$ cat src/rtl/fixed_point_square_iterative_pkg.sv
// Shared definitions for the fixed-point squarer (and its square-root sibling).
// Holds the default operand/result widths, the fraction-bit count and the
// control state encoding so both units can reuse the same sequencer states.
package fixed_point_square_iterative_pkg;

    localparam int unsigned WIDTH      = 32;
    localparam int unsigned LONG_WIDTH = 64;
    localparam int unsigned SCALE      = 17;

    // Encoding is fixed so the sqrt/square control paths stay interchangeable.
    typedef enum logic [1:0] {
        StIdle = 2'd0,
        StIter = 2'd1,
        StDone = 2'd2
    } state_e;

endpackage

$ cat src/rtl/square_shift_add_step.sv
// One radix-2 shift-add multiplication step (combinational).
// Ports:
//   i_acc        - running partial product, 2*Width bits
//   i_mcand      - multiplicand magnitude, Width bits
//   i_mplier_bit - current multiplier bit (LSB of the shifting multiplier)
//   i_count      - bit position of this step
//   o_acc        - partial product after this step
// Kept as its own block so a multi-bit (radix-4) step can replace it later.
module square_shift_add_step #(
    parameter int unsigned Width = 32,
    parameter int unsigned CntW  = $clog2(Width)
) (
    input  logic [2*Width-1:0] i_acc,
    input  logic [Width-1:0]   i_mcand,
    input  logic               i_mplier_bit,
    input  logic [CntW-1:0]    i_count,
    output logic [2*Width-1:0] o_acc
);

    logic [2*Width-1:0] w_addend;

    // Zero-extend before shifting so the top partial products are not lost.
    assign w_addend = {{Width{1'b0}}, i_mcand} << i_count;
    assign o_acc    = i_mplier_bit ? (i_acc + w_addend) : i_acc;

endmodule

$ cat src/rtl/fixed_point_square_iterative.sv
// Sequential fixed-point squarer: Result = (Operand*Operand) >> Scale,
// one shift-add step per clock, fixed Width iterations.
// Ports:
//   i_clk          - clock, rising edge
//   i_rst          - asynchronous active-high reset
//   i_operand      - signed two's-complement operand, Scale fraction bits
//   i_input_ready  - start request, sampled only while idle
//   o_output_ready - one-cycle completion pulse
//   o_busy         - high from the accepting edge to the completing edge
//   o_result       - unsigned truncated square, held until the next completion
module fixed_point_square_iterative
    import fixed_point_square_iterative_pkg::*;
#(
    parameter int unsigned Width     = WIDTH,
    parameter int unsigned LongWidth = LONG_WIDTH,
    parameter int unsigned Scale     = SCALE
) (
    input  logic                 i_clk,
    input  logic                 i_rst,
    input  logic [Width-1:0]     i_operand,
    input  logic                 i_input_ready,
    output logic                 o_output_ready,
    output logic                 o_busy,
    output logic [LongWidth-1:0] o_result
);

    localparam int unsigned CntW = $clog2(Width);

    state_e               r_state;
    logic [Width-1:0]     r_mcand;
    logic [Width-1:0]     r_mplier;
    logic [2*Width-1:0]   r_acc;
    logic [CntW-1:0]      r_count;
    logic [LongWidth-1:0] r_result;
    logic                 r_output_ready;
    logic                 r_busy;

    state_e               w_state_nxt;
    logic [Width-1:0]     w_mcand_nxt;
    logic [Width-1:0]     w_mplier_nxt;
    logic [2*Width-1:0]   w_acc_nxt;
    logic [CntW-1:0]      w_count_nxt;
    logic [LongWidth-1:0] w_result_nxt;
    logic                 w_output_ready_nxt;
    logic                 w_busy_nxt;

    logic [Width-1:0]     w_mag;
    logic [2*Width-1:0]   w_acc_step;

    // Unsigned magnitude; the most negative value maps onto itself, which is
    // exactly its magnitude when read as unsigned.
    assign w_mag = i_operand[Width-1] ? (~i_operand + 1'b1) : i_operand;

    square_shift_add_step #(
        .Width (Width),
        .CntW  (CntW)
    ) u_step (
        .i_acc        (r_acc),
        .i_mcand      (r_mcand),
        .i_mplier_bit (r_mplier[0]),
        .i_count      (r_count),
        .o_acc        (w_acc_step)
    );

    always_comb begin
        w_state_nxt        = r_state;
        w_mcand_nxt        = r_mcand;
        w_mplier_nxt       = r_mplier;
        w_acc_nxt          = r_acc;
        w_count_nxt        = r_count;
        w_result_nxt       = r_result;
        w_output_ready_nxt = 1'b0;
        w_busy_nxt         = r_busy;
        unique case (r_state)
            StIdle: begin
                if (i_input_ready) begin
                    w_mcand_nxt  = w_mag;
                    w_mplier_nxt = w_mag;
                    w_acc_nxt    = '0;
                    w_count_nxt  = '0;
                    w_busy_nxt   = 1'b1;
                    w_state_nxt  = StIter;
                end
            end
            StIter: begin
                w_acc_nxt    = w_acc_step;
                w_mplier_nxt = r_mplier >> 1;
                w_count_nxt  = r_count + 1'b1;
                // Last step still executes; no early exit keeps latency fixed.
                if (r_count == CntW'(Width - 1)) begin
                    w_state_nxt = StDone;
                end
            end
            StDone: begin
                w_result_nxt       = LongWidth'(r_acc >> Scale);
                w_output_ready_nxt = 1'b1;
                w_busy_nxt         = 1'b0;
                w_state_nxt        = StIdle;
            end
            default: begin
                w_state_nxt = StIdle;
            end
        endcase
    end

    always_ff @(posedge i_clk or posedge i_rst) begin
        if (i_rst) begin
            r_state        <= StIdle;
            r_mcand        <= '0;
            r_mplier       <= '0;
            r_acc          <= '0;
            r_count        <= '0;
            r_result       <= '0;
            r_output_ready <= 1'b0;
            r_busy         <= 1'b0;
        end else begin
            r_state        <= w_state_nxt;
            r_mcand        <= w_mcand_nxt;
            r_mplier       <= w_mplier_nxt;
            r_acc          <= w_acc_nxt;
            r_count        <= w_count_nxt;
            r_result       <= w_result_nxt;
            r_output_ready <= w_output_ready_nxt;
            r_busy         <= w_busy_nxt;
        end
    end

    assign o_output_ready = r_output_ready;
    assign o_busy         = r_busy;
    assign o_result       = r_result;

endmodule

$ cat config.mk
export PLATFORM = sky130hd
export DESIGN_NAME = fixed_point_square_iterative
export DESIGN_NICKNAME = d
export VERILOG_FILES = /design/src/rtl/fixed_point_square_iterative_pkg.sv /design/src/rtl/square_shift_add_step.sv /design/src/rtl/fixed_point_square_iterative.sv
export SDC_FILE = /design/constraint.sdc
export NUM_CORES = 1
export LEC_CHECK = 0
export CAP_MARGIN = 30
export CORE_ASPECT_RATIO = 1.4
export CORE_UTILIZATION = 59
export CTS_CLUSTER_SIZE = 16
export DETAILED_ROUTE_END_ITERATION = 6
export PLACE_DENSITY = 0.81
export SLEW_MARGIN = 20
export SYNTH_ARGS = -nofsm -noshare
export SYNTH_HDL_FRONTEND = slang
export SYNTH_SLANG_ARGS = --single-unit
$ cat constraint.sdc
create_clock -name i_clk -period 7.9 [get_ports i_clk]
set_clock_uncertainty 0.1 [all_clocks]
set_input_delay 1.58 -clock i_clk [delete_from_list [all_inputs] [get_ports i_clk]]
set_output_delay 1.58 -clock i_clk [all_outputs]
set_load 0.02 [all_outputs]
==> results.ini, run 1 <==
[timing]
finalSetupViolations=0
rsz0062_at_grt=false
drv_slew=0
finalHoldViolations=0
max_freq_ghz=0.181
worst_slew_pin_slew_ns=0.967
period_share=0.700
period_minus_slack_ns=5.53
tns_ns=0
slew_headroom=0.354
setup_slack_ns=2.37

[synthesis]
synthDistinctLibCells=74
postSynthAreaPerCell_um2=8.81
synthArstFlopShare=1.00
synth_edf_count=0
yosys_register_bits=184
synthesis.area_um2=13400
synth_cells=1523
ys.flop_type=dfrtp_1
synth_top_area_frac=0.343
ys_warn_count=0
synth_top_cell_by_area=dfrtp_1
synth_area_leaders=dfrtp_1, nand2_1, ha_1
ys_seq_area_frac=0.343

[placed_design]
port_buffers=83
post_dp_cell_area_um2=14400
place_ws_ns=2.37
place.gp.congestion=0.983
hpwl_um=27000

[worst_setup_path]
crit_type=flop to flop
worstSetupStartpointType=flop
crit_arrival_ns=5.77
cp_max_fo=19
critPathCaptureType=flop
crit_required_ns=8.14

[floorplan]
ios=101
dieArea_um2=23400
rows=64
die_x_um=129
fp.coreArea_um2=22100
fp.dieH_um=180
start_util=0.607

[power_and_ir_drop]
power.switching_mw=3.83
p_comb_frac=0.664
pwr-share-clk=0.119
intPower_mw=3.86
p_total_mw=7.69
powerDensity_nw_per_um2=509
leakage_nw=6.68
swShare=0.498
seq_power_share=0.218
ir_worst_vdd_v=0.000259

[cts]
cts_inserted_buffers=17
root_buffer=clkbuf_16
clk-insertion-delay-late_ns=0.45
clk_pin_slew_worst_paths_ns=0.07
post_cts_buffers=0
ctsHoldBuffers=0
cts.sinks=184
clk_path_buf_depth=2
htreeDepth=4
cts_tree=yes
post_cts_resized=0

[grt]
grt_pass1_vias=11300
grt_usage=0.316
overflow=0
grt_pass1_wl_um=58200
grt_antenna_before_repair=0
grt_max_degree=77

[outcome]
outcome=finished with violations
violations=DRC

[routing]
drt_iter0_drc=1092
wl_per_cell_um=19.0
via_count=11900
drcViolationCount=3
antenna_left=0
via_per_inst=6.35
wl_um=35600
dr.pass1.iters=7

[flow_run]
cap_violations=0

[layout]
multi_input_area_um2=8340
stdcell_area_um2=15100
nets=1664
drive_gt1_frac=0.107
fill_cells=1797
seq_area_um2=4610
diodes=0
area_growth_pct=12.7

[hold_path]
hold_class=flop to flop

critical path: stages (launching register included):
cell	delay, ns
dfrtp_1	0.73
buf_4	0.36
mux2i_1	0.13
a21oi_1	0.28
mux2i_1	0.16
mux2_2	0.32
o22ai_1	0.30
ha_1	0.36
a21oi_1	0.29
o21ai_0	0.22
a21oi_1	0.21
o21ai_0	0.14
o31ai_1	0.81
a2111o_1	0.35
a21oi_1	0.10
or3_1	0.32
a32o_1	0.25
layout by cell type, fill, tap and decap left out, drive strengths merged, types with 11 or more instances in the layout:
cell type      Yosys  final
conb               1     17
buf               28     22
a21oi            121    121
nor2b             11     11
a21o              19     19
and2              14     14
mux2i             50     50
nor3              16     16
nand2            237    237
dfrtp            184    184
nand2b            13     13
clkdlybuf4s50      0     83
mux4              22     22
o21ai            124    124
xnor2             37     37
mux2              71     71
o31ai             15     15
o21bai            14     14
inv               27     31
o211ai            13     13
o22ai             67     67
or3               11     11
nand3             21     21
xor2              38     38
nor2              94     94
ha                66     66
clkbuf            73     17
nand4             13     13
cells in the mapped netlist (11+ instances only):
master    count
a21o_1       19
a21oi_1     121
and2_1       14
buf_4        17
clkbuf_1     73
dfrtp_1     184
ha_1         66
inv_1        27
mux2_2       71
mux2i_1      50
mux4_2       22
nand2_1     237
nand2b_1     12
nand3_1      21
nand4_1      13
nor2_1       94
nor2b_1      11
nor3_1       16
o211ai_1     13
o21ai_0     124
o21bai_1     14
o22ai_1      67
o31ai_1      14
xnor2_1      37
xor2_1       38
routing by layer:
layer / track usage / share of wire
met2: 0.541 / 0.50
met4: 0.133 / 0.038
met3: 0.0472 / 0.048
met5: 0 / 0
met1: 0.392 / 0.42
registers in the layout, indices dropped and copies added, names as in the netlist:
register	flops
r_mcand	32
o_busy	1
r_count	5
o_output_ready	1
o_result	47
r_mplier	32
r_state	2
r_acc	64
cells by family after synthesis:
kind of cell,after synthesis,share of synthesized area
mux,143,0.134
fa+ha+maj,67,0.0630
flops,184,0.343
simple gates,473,0.162
buf+inv,129,0.0409
compound gates,451,0.207
xor+xnor,75,0.0490
other cells,1,0.000279
area by class of cell:
| type | instances | share of cell area |
|---|---|---|
| multi-input combinational | 1226 | 0.552 |
| timing repair buffer | 105 | 0.0711 |
| clock inverter | 13 | 0.0126 |
| clock buffer | 17 | 0.0281 |
| tap | 297 | 0.0246 |
| inverter | 28 | 0.00728 |
| sequential | 184 | 0.305 |
final timing paths:
| path | startpoint | endpoint | slack (ns) | cells after the start |
|---|---|---|---|---|
| worst max-delay path | r_count[1] | r_acc[60] | 2.37 | 16 |
| worst min-delay path | r_acc[11] | r_acc[11] | 0.39 | 2 |
| worst max register to register | r_count[1] | r_acc[60] | 2.37 | 16 |
| worst min register to register | r_acc[11] | r_acc[11] | 0.39 | 2 |
| max in group asynchronous | i_rst | r_acc[48] | 5.41 | 4 |
| min in group asynchronous | i_rst | r_mplier[4] | 1.36 | 2 |
stage by stage:
stage                     cells  hold WS [ns]  utilization
after floorplan            1539         0.339            -
after global routing       1870         0.409        0.684
after detailed placement   1835         0.377        0.652
final                      1870         0.392        0.684
after global placement     1833         0.371        0.650
after CTS                  1865         0.392        0.679
power groups by stage:
| stage | logic [mW] | clock network (mW) | registers [mW] |
|---|---|---|---|
| 2_1_floorplan | 3.87 | 0 | 1.53 |
| 3_3_place_gp | 4.87 | 0 | 1.68 |
| 3_5_place_dp | 4.93 | 0 | 1.70 |
| 4_1_cts | 4.97 | 0.929 | 1.69 |
| 5_1_grt | 5.61 | 0.959 | 1.72 |
| 6_report | 5.10 | 0.914 | 1.67 |
No activity file was read; power rests on OpenSTA's default activity.
==> run 2, diff against run 1 <==
Clock period 7.9 ns to 5.8 ns, I/O delays scaled along.
==> run 2 against run 1 <==
- clock-buffer cell count increased by 2
- the flow now finishes without violations
- critical path depth shrank 1
- sequential share of layout area barely moved
- final cell count grew 0.21%
- clock power rose by 41%
- wire length increased by 1.3%
- non-clock buffer count rose by 2
- combinational power is 36% higher
- sequential power is 39% higher
==> results.ini, run 2 (synthesis results as in run 1) <==
[routing]
via_count=11900  ; +0.19%
antenna_left=0  ; unchanged
wl_um=36100  ; +1.3%
drcViolationCount=0  ; -3
via_per_inst=6.35  ; about the same
drt_iter0_drc=902  ; -17%
dr.pass1.iters=5  ; -2
wl_per_cell_um=19.2  ; +1.1%

[timing]
max_freq_ghz=0.181  ; about the same
rsz0062_at_grt=false
finalSetupViolations=0  ; unchanged
period_share=0.953  ; +0.254
finalHoldViolations=0  ; unchanged
setup_slack_ns=0.271  ; -2.10 ns
slew_headroom=0.344  ; -0.00948
worst_slew_pin_slew_ns=0.984  ; +0.0162 ns
tns_ns=0  ; unchanged
drv_slew=0  ; unchanged
period_minus_slack_ns=5.53  ; +0.000880 ns

[layout]
nets=1666  ; +0.12%
multi_input_area_um2=8340  ; unchanged
diodes=0  ; unchanged
largest_reg_flops=64  ; unchanged
drive_gt1_frac=0.110  ; +0.00226
layout_commonest_cell=nand2_1
seq_area_um2=4610  ; unchanged
max_flop_register=r_acc
final_cell_mix=nand2_1, dfrtp_1, o21ai_0, a21oi_1, nor2_1
fill_cells=1807  ; +0.56%
stdcell_area_um2=15100  ; +0.12%
fin_cells=1874  ; +0.21%
area_growth_pct=12.8

[cts]
post_cts_resized=0  ; unchanged
clk-insertion-delay-late_ns=0.45  ; about the same
ctsHoldBuffers=0  ; unchanged
clk_path_buf_depth=2  ; unchanged
cts_tree=yes
post_cts_buffers=0  ; unchanged
root_buffer=clkbuf_16
clk_pin_slew_worst_paths_ns=0.07  ; about the same
cts.sinks=184  ; unchanged
cts_inserted_buffers=17  ; unchanged
htreeDepth=4  ; unchanged

[grt]
grt_usage=0.323  ; +0.00750
grt_pass1_wl_um=59800  ; +2.6%
grt_pass1_vias=11800  ; +3.7%
grt_max_degree=185  ; +140%
overflow=0  ; unchanged
grt_antenna_before_repair=0  ; unchanged

[power_and_ir_drop]
intPower_mw=5.28  ; +37%
pwr-share-clk=0.122  ; +0.003
power.switching_mw=5.27  ; +37%
powerDensity_nw_per_um2=697  ; +37%
swShare=0.499  ; +0.00112
seq_power_share=0.220  ; +0.002
p_comb_frac=0.658  ; -0.006
ir_worst_vdd_v=0.000333  ; +29%
leakage_nw=6.68  ; about the same

[worst_setup_path]
r2r_end=r_acc[57]
worstSetupStartpointType=flop
crit_end=r_acc[57]
path_buf_inv=2  ; +1
crit_family=compound AO/OA/AOI/OAI gates
crit_arrival_ns=5.77  ; about the same
cp_max_fo=19  ; unchanged
max_stage_delay_ns=0.76  ; -0.05 ns
crit_type=flop to flop
path_depth=15  ; -1
cpMostUsedCell=nand2_1
crit_start=r_count[1]
worstReg2RegStart=r_count[1]
cp_cell_sequence=buf_4, mux4_2, nand2_1, nand2_1, o21ai_0, o22ai_1, ha_1, inv_1, nor4_1, nand2_1, or4_1, o22ai_1, o21ai_0, and2_1, o41ai_1
crit_required_ns=6.04  ; -2.10 ns
ff2ff_path_depth=15  ; -1
critPathCaptureType=flop
r2r_setup_slack_ns=0.27  ; -2.10 ns
slowest_stage=dfrtp_1

[floorplan]
dieArea_um2=23400  ; unchanged
fp.dieH_um=180  ; unchanged
rows=64  ; unchanged
ios=101  ; unchanged
start_util=0.607  ; unchanged
fp.coreArea_um2=22100  ; unchanged
die_x_um=129  ; unchanged

[outcome]
outcome=finished, final reports clean

[flow_run]
cap_violations=0  ; unchanged

[placed_design]
hpwl_um=27200  ; +0.84%
place_ws_ns=0.357  ; -2.01 ns
port_buffers=83  ; unchanged
post_dp_cell_area_um2=14500  ; +0.37%
placed_cells=1840  ; +0.27%
place.gp.congestion=0.974  ; -0.91%

[hold_path]
hold_class=flop to flop

[run 2: cell types whose count changed in the layout (fill, tap and decap cells not counted), sizes merged]
cell	change
clkinv	+1
inv	-2
buf	+2
clkinvlp	+1
clkbuf	+2
[run 2: metal layers]
layer  routed length [um]  GRT usage
met5                    0          0
met4                 1550      0.161
met3                 1640     0.0442
met2                18100      0.548
met1                14800      0.399
[run 2: worst min path at each step]
stage / start / to / slack, ns / cells after the start
global route: o_result[27] / o_result[27] / 0.42 / 1
CTS: r_acc[63] / r_acc[63] / 0.39 / 1
global placement: r_acc[9] / r_acc[9] / 0.37 / 2
floorplan: r_acc[63] / r_acc[63] / 0.34 / 1
finish: r_acc[63] / r_acc[63] / 0.39 / 1
detailed placement: r_acc[63] / r_acc[63] / 0.38 / 1
[run 2: power by group through the flow]
stage | Clock (mW) | Combinational, mW | Sequential [mW]
CTS | 1.30 | 6.81 | 2.31
global route | 1.35 | 7.60 | 2.38
global placement | 0 | 6.63 | 2.30
finish | 1.29 | 6.95 | 2.32
detailed placement | 0 | 6.73 | 2.33
floorplan | 0 | 5.27 | 2.09
[run 2: cell type report]
cell class / count / share of cell area
clock inverters: 13 / 0.0126
flip-flops and latches: 184 / 0.304
inverters: 28 / 0.00719
well taps: 297 / 0.0246
clock buffers: 19 / 0.0299
multi-input cells: 1226 / 0.551
repair buffers: 107 / 0.0705
[run 2: worst register-to-register path: stages (launching register included)]
cell	delay, ns
dfrtp_1	0.76
buf_4	0.37
mux4_2	0.55
nand2_1	0.09
nand2_1	0.08
o21ai_0	0.38
o22ai_1	0.23
ha_1	0.44
inv_1	0.13
nor4_1	0.46
nand2_1	0.10
or4_1	0.42
o22ai_1	0.52
o21ai_0	0.25
and2_1	0.23
o41ai_1	0.31
[run 2: metrics by stage]
step,total power [mW],utilization,hold slack (ns)
2_1_floorplan,7.36,-,0.339
4_1_cts,10.4,0.683,0.390
5_1_grt,11.3,0.685,0.420
3_5_place_dp,9.06,0.654,0.381
3_3_place_gp,8.93,0.652,0.371
6_report,10.6,0.685,0.391
